## config.mk

```make
export PLATFORM = sky130hd
export DESIGN_NAME = bsg_mem_1rw_mask_rv_frontend
export DESIGN_NICKNAME = d
export VERILOG_FILES = /design/src/rtl/bsg_mem_1rw_mask_rv_frontend.sv
export SDC_FILE = /design/constraint.sdc
export NUM_CORES = 1
export LEC_CHECK = 0
export ABC_AREA = 1
export CORE_MARGIN = 1.5
export CORE_UTILIZATION = 44
export CTS_CLUSTER_SIZE = 10
export DETAILED_ROUTE_END_ITERATION = 8
export MAX_ROUTING_LAYER = met4
export PLACE_DENSITY = 0.9
export SETUP_SLACK_MARGIN = 0.5
export SLEW_MARGIN = 40
export SYNTH_ARGS = -nofsm -noshare
export SYNTH_HDL_FRONTEND = slang
export SYNTH_SLANG_ARGS = --single-unit
```

## constraint.sdc

```tcl
create_clock -name clk_i -period 3.6 [get_ports clk_i]
set_input_delay 0.36 -clock clk_i [delete_from_list [all_inputs] [get_ports clk_i]]
set_output_delay 0.36 -clock clk_i [all_outputs]
set_load 0.005 [all_outputs]
```

## src/rtl/bsg_mem_1rw_mask_rv_frontend.sv

```systemverilog
// bsg_mem_1rw_mask_rv_frontend: ready/valid front-end for a 1rw bit-masked memory with zero-fill and a 2-entry response queue
module bsg_mem_1rw_mask_rv_frontend #(
  parameter int width_p = 8,
  parameter int els_p = 16,
  parameter int addr_width_lp = (els_p > 1) ? $clog2(els_p) : 1,
  parameter bit init_p = 1'b1
) (
  input  logic                     clk_i,
  input  logic                     reset_ni,
  input  logic                     v_i,
  output logic                     ready_o,
  input  logic                     w_i,
  input  logic [addr_width_lp-1:0] addr_i,
  input  logic [width_p-1:0]       data_i,
  input  logic [width_p-1:0]       w_mask_i,
  output logic                     v_o,
  output logic [width_p-1:0]       data_o,
  input  logic                     yumi_i,
  output logic                     mem_v_o,
  output logic                     mem_w_o,
  output logic [addr_width_lp-1:0] mem_addr_o,
  output logic [width_p-1:0]       mem_data_o,
  output logic [width_p-1:0]       mem_w_mask_o,
  input  logic [width_p-1:0]       mem_data_i,
  output logic                     init_done_o,
  output logic                     err_o
);
  typedef enum logic {INIT, RUN} state_e;
  localparam logic [addr_width_lp:0] els_lp = els_p[addr_width_lp:0];
  localparam logic [addr_width_lp-1:0] last_lp = addr_width_lp'(els_p - 1);
  state_e r_state, w_state_n;
  logic [addr_width_lp-1:0] r_cnt, w_cnt_n;
  logic [1:0] r_count;
  logic r_rptr, r_wptr, r_inflight, r_inflight_oor, r_err;
  logic [width_p-1:0] r_q [2];
  logic w_run, w_ready, w_oor, w_accept, w_empty, w_pop, w_enq;
  logic [width_p-1:0] w_rdata;
  assign w_run    = r_state == RUN;
  assign w_ready  = w_run & (({1'b0, r_count} + {2'b0, r_inflight}) < 3'd2);
  assign w_oor    = {1'b0, addr_i} >= els_lp;
  assign w_accept = v_i & w_ready;
  assign w_empty  = r_count == 2'd0;
  assign w_rdata  = r_inflight_oor ? '0 : mem_data_i;
  assign w_pop    = yumi_i & ~w_empty;
  // a returning read bypasses the queue only when it is empty and taken at once
  assign w_enq    = r_inflight & ~(w_empty & yumi_i);
  assign ready_o     = reset_ni & w_ready;
  assign init_done_o = reset_ni & w_run;
  assign v_o         = reset_ni & (~w_empty | r_inflight);
  assign data_o      = w_empty ? w_rdata : r_q[r_rptr];
  assign err_o       = r_err;
  always_comb begin
    w_state_n = r_state;
    w_cnt_n = r_cnt;
    if (!w_run) begin
      w_cnt_n = r_cnt + 1'b1;
      w_state_n = (r_cnt == last_lp) ? RUN : INIT;
    end
  end
  always_comb begin
    mem_v_o = 1'b0;
    mem_w_o = 1'b0;
    mem_addr_o = '0;
    mem_data_o = '0;
    mem_w_mask_o = '0;
    if (reset_ni && !w_run) begin
      mem_v_o = 1'b1;
      mem_w_o = 1'b1;
      mem_addr_o = r_cnt;
      mem_w_mask_o = '1;
    end else if (reset_ni) begin
      mem_v_o = w_accept & ~w_oor;
      mem_w_o = mem_v_o & w_i;
      mem_addr_o = addr_i;
      mem_data_o = data_i;
      mem_w_mask_o = mem_v_o ? w_mask_i : '0;
    end
  end
  always_ff @(posedge clk_i or negedge reset_ni) begin
    if (!reset_ni) begin
      r_state <= init_p ? INIT : RUN;
      r_cnt <= '0;
      r_count <= '0;
      r_rptr <= 1'b0;
      r_wptr <= 1'b0;
      r_inflight <= 1'b0;
      r_inflight_oor <= 1'b0;
      r_err <= 1'b0;
    end else begin
      r_state <= w_state_n;
      r_cnt <= w_cnt_n;
      r_inflight <= w_accept & ~w_i;
      r_inflight_oor <= w_accept & ~w_i & w_oor;
      r_err <= r_err | (w_accept & w_oor);
      r_count <= r_count + {1'b0, w_enq} - {1'b0, w_pop};
      if (w_enq) r_wptr <= ~r_wptr;
      if (w_pop) r_rptr <= ~r_rptr;
    end
  end
  always_ff @(posedge clk_i) begin
    if (w_enq) r_q[r_wptr] <= w_rdata;
  end
endmodule

```

==> metrics, run 1 <==
Internal Dissipation a little under 0.7 mW; Net Sw Power approximately 0.35 mW; share of flip-flops with an asynchronous set or reset 0.385; Remaining DRCs 0; library cell occupying the most area in the post-synthesis netlist sky130_fd_sc_hd__edfxtp_1; number of buffers created by CTS 3; count of flip-flops with a built-in enable after synthesis 16; count leader, synth sky130_fd_sc_hd__nand2_1; instance area at placement 2090 um2; final cell area excluding filler cells around 2100 um2; # fillers approximately 230; highest ir drop seen on vdd roughly 0.00020 V; number of port buffers between 60 and 70; via density per instance roughly 4.7; switching share of total power 0.336; First-pass DRT Iterations 4; global-route usage over all layers 0.203; Post-Synth Adder-Cell Area 0.0176; total vias in the final route around 1300; Worst Path Class, Setup input port to output port; portion of netlist area occupied by mux cells 0; clock transition time at the flip-flop clock pins of the worst setup and hold paths approximately 0.13 ns; residual antenna-violating net count after detailed routing 0; sequential share of power 0.398; die height approximately 60 um; post-CTS repair timing setup buffer count 0; final instance count without filler cells 274; combinational family with the most area after synthesis simple AND/OR/NAND/NOR gates; CTS tree built; die outline area 3580 um2; mean instance size in the synthesized netlist 8.50 um2; simple-gate share of the synthesized area 0.255; detailed-route wire length per cell between 10 and 15 um; number of hold buffers added after CTS 0; class of the tightest hold or removal check input port to async pin; synthesized-area fraction occupied by ao, oa, aoi and oai cells 0.0802; synthesized instance count about 170; H-tree Lvls 1; worst slew margin relative to its limit 0.519; setup total negative slack 0 ns; number of violations of the max-capacitance limit 0; Die X-Extent between 50 and 60 um; highest clock rate 0.401 GHz; power density relative to cell area 488 nW/um2; Clk Tree Root Cell sky130_fd_sc_hd__clkbuf_4; Final Critical Period ~2.5 ns; ports placed on the boundary 67; final WL approximately 3.2 mm; drt first-iter violations 31; maximum number of pins on one net before global-route repair 26; initial antenna violation count 0; number of warning messages in the yosys log 0; worst setup slack after layout between 1 and 1.5 ns; final number of hold-violating endpoints 0; Hold WS roughly 0.39 ns; PnR Total Power just over 1 mW; share of the synthesized area in the top cell type 0.338; pre-CTS setup slack 1.09 ns; via count of the first global-routing pass 1258; global-route wire length before repair 5.33 mm; Resize count post-CTS 0; Total Nets Final 266; fraction of final layout cells sized beyond drive strength 1 0.0522; post-detail-place hpwl between 2 and 2.5 mm; RSZ-0062 raised after global routing no; sum of overflow across all layers after global routing 0; slew of the pin with the lowest slew margin between 0.7 and 0.8 ns; Cell variety after synth 22; # rows 20; clock insertion delay at the later pin of the skew report 0.30 ns; critical path fanouts, max 25; Routability Congestion approximately 0.75; crit share post-route 0.694; top cells by area in the synthesized netlist sky130_fd_sc_hd__edfxtp_1 34%, sky130_fd_sc_hd__dfrtp_1 18%, sky130_fd_sc_hd__nand2_1 11%, sky130_fd_sc_hd__inv_1 6.9%, sky130_fd_sc_hd__o21ai_0 6.7%; utilization of the core after routing 0.698; result of the run complete, no violations; final max-slew violation count 0; Post-Syn Area roughly 1400 um2; crit path DAT about 2.1 ns; diode count 0; Placed Cells incl. Taps 270; nets in the synthesized netlist 202; ranking of synthesized cells by instance count 42 x sky130_fd_sc_hd__nand2_1, 26 x sky130_fd_sc_hd__inv_1, 19 x sky130_fd_sc_hd__o21ai_0; combinational fraction of design power 0.467; area growth from synthesis to layout 50.0%; clock share of power 0.135; Worst Clk Skew just under 0.002 ns; Sink Count 26; post-synthesis sequential area ratio 0.515; category of the worst setup path capture point output port; Static Leak between 0.9 and 1 nW; number of synthesized register bits 26; maximum clock insertion buffer count 2; Core Area roughly 3100 um2; predominant post-synthesis flop cell sky130_fd_sc_hd__edfxtp_1; share of the synthesized netlist area taken by xor and xnor gates 0.0308; kind of start point of the critical path input port; starting density of the core 0.465; final setup vio count 0; Worst Path Required about 3.2 ns
==> cells by family (layout without fill, tap and decap cells) <==
group,after synthesis,after routing
AO/OA/AOI/OAI,22,22
AND/OR/NAND/NOR,77,77
XOR/XNOR,5,5
flip-flops,26,26
buffers and inverters,34,97
adder cells (fa/ha/maj),2,2
other,1,1
==> layer usage <==
layer / GRT usage / vias to the layer above / share of wire
met5: - / - / 0
met1: 0.236 / 582 / 0.42
met4: 0.0603 / 0 / 0.010
met2: 0.349 / 54 / 0.52
li1: - / 661 / -
met3: 0.0433 / 4 / 0.051
==> sequential cells by signal, summed over array words and instances (netlist names) <==
register	cells
r_inflight	1
r_state	1
r_q	16
r_count	2
r_cnt	4
r_rptr	1
r_wptr	1
==> cell usage in the layout, fill, tap and decap left out, drive strengths merged <==
cell / netlist / routed
xnor2: 2 / 2
nand2: 45 / 45
a21oi: 2 / 2
o21ai: 20 / 20
dfrtp: 10 / 10
nor3: 1 / 1
ha: 2 / 2
inv: 27 / 27
clkdlybuf4s50: 0 / 65
nand3: 4 / 4
conb: 1 / 1
nand4: 10 / 10
nor2: 17 / 17
buf: 7 / 1
xor2: 3 / 3
clkbuf: 0 / 4
edfxtp: 16 / 16
==> cell type report <==
| type | count | area, um2 | area share |
|---|---|---|---|
| Sequential cell | 26 | 731 | 0.343 |
| Timing Repair Buffer | 66 | 658 | 0.309 |
| Multi-Input combinational cell | 107 | 548 | 0.257 |
| Inverter | 27 | 101 | 0.0476 |
| Tap cell | 44 | 55.1 | 0.0259 |
| Clock buffer | 4 | 36.3 | 0.0170 |
==> power by group through the flow <==
stage          Combinational, mW  Sequential (mW)  Clock [mW]
2_1_floorplan              0.267            0.392           0
3_5_place_dp               0.489            0.423           0
4_1_cts                    0.492            0.415       0.144
6_report                   0.485            0.414       0.140
3_3_place_gp               0.474            0.418           0
5_1_grt                    0.545            0.420       0.159
==> critical path: stages <==
cell and delay [ns]:
sky130_fd_sc_hd__clkdlybuf4s50_1 0.46, sky130_fd_sc_hd__buf_4 0.27, sky130_fd_sc_hd__nand2_1 0.29, sky130_fd_sc_hd__o21ai_0 0.23
sky130_fd_sc_hd__clkdlybuf4s50_1 0.53
==> worst paths after layout <==
check,start,to,slack [ns],cells past startpoint
max,reset_ni,mem_addr_o[3],1.10,5
min,reset_ni,r_cnt[1],0.39,2
max reg2reg,r_count[1],r_count[1],1.85,9
min reg2reg,r_cnt[3],r_state,0.52,2
max in group asynchronous,reset_ni,r_cnt[2],3.01,2
min in group clk_i,r_cnt[3],r_state,0.52,2
Note: power is estimated with default switching activity, not from simulation.
==> run 2: changes to the inputs <==
--- a/config.mk
+++ b/config.mk
@@ -7,11 +7,11 @@
 export LEC_CHECK = 0
 export ABC_AREA = 1
 export CORE_MARGIN = 1.5
-export CORE_UTILIZATION = 44
+export CORE_UTILIZATION = 41
 export CTS_CLUSTER_SIZE = 10
 export DETAILED_ROUTE_END_ITERATION = 8
 export MAX_ROUTING_LAYER = met4
-export PLACE_DENSITY = 0.9
+export PLACE_DENSITY = 0.85
 export SETUP_SLACK_MARGIN = 0.5
 export SLEW_MARGIN = 40
 export SYNTH_ARGS = -nofsm -noshare
==> constraint.sdc (replaced) <==
create_clock -name clk_i -period 2.44 [get_ports clk_i]
set_input_delay 0.244 -clock clk_i [delete_from_list [all_inputs] [get_ports clk_i]]
set_output_delay 0.244 -clock clk_i [all_outputs]
set_load 0.005 [all_outputs]
==> metrics, run 2 (synthesized netlist as in run 1, its figures left out) <==
die outline area 3830 um2 (+7.0%); final max-slew violation count 0 (unchanged); critical path fanouts, max 11 (-56%); class of the tightest hold or removal check input port to async pin; Static Leak 1.15 nW (+20%); number of violations of the max-capacitance limit 0 (unchanged); global-route wire length before repair 5.30 mm (-0.51%); area used by sequential logic in the layout 733 um2 (+0.34%); Remaining DRCs 0 (unchanged); Worst path max stage delay 0.53 ns (about the same); Worst Clk Skew 0.00740 ns (+0.00546 ns); PnR Total Power 1.70 mW (+64%); CP delay by family, top buffers and inverters; FF-to-FF path depth 10 (+1); most common cell after layout, fill and taps aside sky130_fd_sc_hd__clkdlybuf4s50_1; ports placed on the boundary 67 (unchanged); drt first-iter violations 40 (+29%); via density per instance 4.82 (+1.5%); clock insertion delay at the later pin of the skew report 0.31 ns (about the same); highest ir drop seen on vdd 0.000293 V (+50%); global-route usage over all layers 0.193 (-0.00906); Final Critical Period 1.96 ns; clock transition time at the flip-flop clock pins of the worst setup and hold paths 0.13 ns (about the same); kind of start point of the critical path flip-flop; uppermost layer routed met4; final WL 3.75 mm (+17%); DRT met1 WL 1.48 mm (+9.7%); final instance count without filler cells 296 (+8.0%); sum of overflow across all layers after global routing 0 (unchanged); highest clock rate 0.510 GHz; via count of the first global-routing pass 1300 (+3.3%); # rows 21 (+5.0%); RSZ-0062 raised after global routing yes; maximum clock insertion buffer count 2 (unchanged); H-tree Lvls 1 (unchanged); Placed Cells incl. Taps 276 (+2.2%); result of the run complete, no violations; number of buffers and inverters on the critical path 2 (-1); fraction of final layout cells sized beyond drive strength 1 0.160 (+0.108); First-pass DRT Iterations 4 (unchanged); Largest register FFs 16 (unchanged); Most flops, register r_q; detailed-route wire length per cell 12.7 um (+8.4%); Clk Tree Root Cell sky130_fd_sc_hd__clkbuf_4; leading cell types in the layout, fill and taps excluded 45 x sky130_fd_sc_hd__clkdlybuf4s50_1, 41 x sky130_fd_sc_hd__nand2_1, 23 x sky130_fd_sc_hd__inv_1; power density relative to cell area 735 nW/um2 (+51%); CTS tree built; residual antenna-violating net count after detailed routing 0 (unchanged); highest-delay cell along the critical path sky130_fd_sc_hd__clkdlybuf4s50_1; post-detail-place hpwl 2.55 mm (+2.6%); area occupied by multi-input gates 579 um2 (+5.7%); Sink Count 26 (unchanged); Worst Path Required 2.20 ns (-1.04 ns); Hold WS 0.135 ns (-0.252 ns); wire length on met2 2.02 mm (+22%); die height 61.9 um (+3.4%); area growth from synthesis to layout 62.7%; worst r2r dst r_count[1]; setup total negative slack 0 ns (unchanged); CP cell instances inv_4, nand2_4, o21ai_0, clkdlybuf4s50_1; total vias in the final route 1426 (+9.6%); category of the worst setup path capture point output port; Core Area 3340 um2 (+9.3%); maximum number of pins on one net before global-route repair 15 (-42%); crit path DAT 1.72 ns (-0.42 ns); biggest regs r_q: 16 flops, r_cnt: 4 flops, r_count: 2 flops; number of port buffers 65 (unchanged); diode count 0 (unchanged); # fillers 253 (+12%); final number of hold-violating endpoints 0 (unchanged); Total Nets Final 286 (+7.5%); Die X-Extent 61.9 um (+3.4%); number of buffers created by CTS 3 (unchanged); Routability Congestion 0.778 (+3.9%); detailed route wirelength on metal3 170 um (+3.7%); crit share post-route 0.804; reg2reg start r_count[1]; starting density of the core 0.426 (-0.0396); R2R setup slack 0.80 ns (-1.05 ns); Worst Path Class, Setup flip-flop to output port; final setup vio count 0 (unchanged); initial antenna violation count 0 (unchanged)
==> run 2: changes by cell type in the layout (fill, tap and decap cells not counted), sizes merged <==
cell           before  now
clkinv              0    1
clkdlybuf4s50      65   45
dlymetal6s2s        0    4
dlygate4sd2         0   14
nor2               17   18
buf                 1   21
==> run 2: repair_timing <==
| action | 4_1_cts | 5_1_grt |
|---|---|---|
| setup endpoints to repair | 33 | 13 |
| buffers inserted | 12 | 3 |
| gates cloned | 1 | 0 |
| pin swaps | 6 | 5 |
| resized for setup | 22 | 19 |
| hold buffers | 0 | 0 |
==> run 2: worst max path at each step <==
stage                         end  slack, ns  cells after the start        from
floorplan              r_count[1]       1.03                      9  r_count[1]
global placement    mem_addr_o[3]       0.37                      4    reset_ni
detailed placement  mem_addr_o[3]       0.36                      4    reset_ni
CTS                 mem_addr_o[3]       0.36                      4     r_state
global route        mem_addr_o[3]       0.38                      4     r_state
finish              mem_addr_o[3]       0.48                      4     r_state
==> run 2: stage by stage <==
step / utilization / area, um2 / setup WS, ns
floorplan: - / 1420 / 1.03
global placement: 0.637 / 2130 / 0.371
detailed placement: 0.637 / 2130 / 0.362
CTS: 0.675 / 2250 / 0.358
global route: 0.693 / 2310 / 0.379
finish: 0.693 / 2310 / 0.479
==> run 2: metal layers <==
| layer | vias up | track usage |
|---|---|---|
| met5 | - | - |
| met3 | 8 | 0.0311 |
| li1 | 702 | - |
| met4 | 0 | 0.0760 |
| met2 | 53 | 0.362 |
| met1 | 663 | 0.200 |
==> run 2: area by class of cell <==
cell class	count	share of cell area
Clock inverter	1	0.00162
Tap cell	46	0.0249
Inverter	27	0.0449
Multi-Input combinational cell	108	0.251
Clock buffer	3	0.00975
Sequential cell	26	0.317
Timing Repair Buffer	85	0.351
==> run 2: worst reg2reg max path, delay by kind of cell, from the launching register on <==
family | cells | cell delay, ns
flip-flops | 1 | 0.46
AO/OA/AOI/OAI | 1 | 0.10
adder cells (fa/ha/maj) | 1 | 0.20
XOR/XNOR | 1 | 0.14
AND/OR/NAND/NOR | 5 | 0.46
buffers and inverters | 2 | 0.19
==> run 2: power breakdown <==
group / switching (mW) / internal, mW / leakage, nW
combinational: 0.422 / 0.508 / 0.867
clock: 0.122 / 0.0598 / 0.0154
sequential: 0.0503 / 0.538 / 0.268
total: 0.594 / 1.11 / 1.15
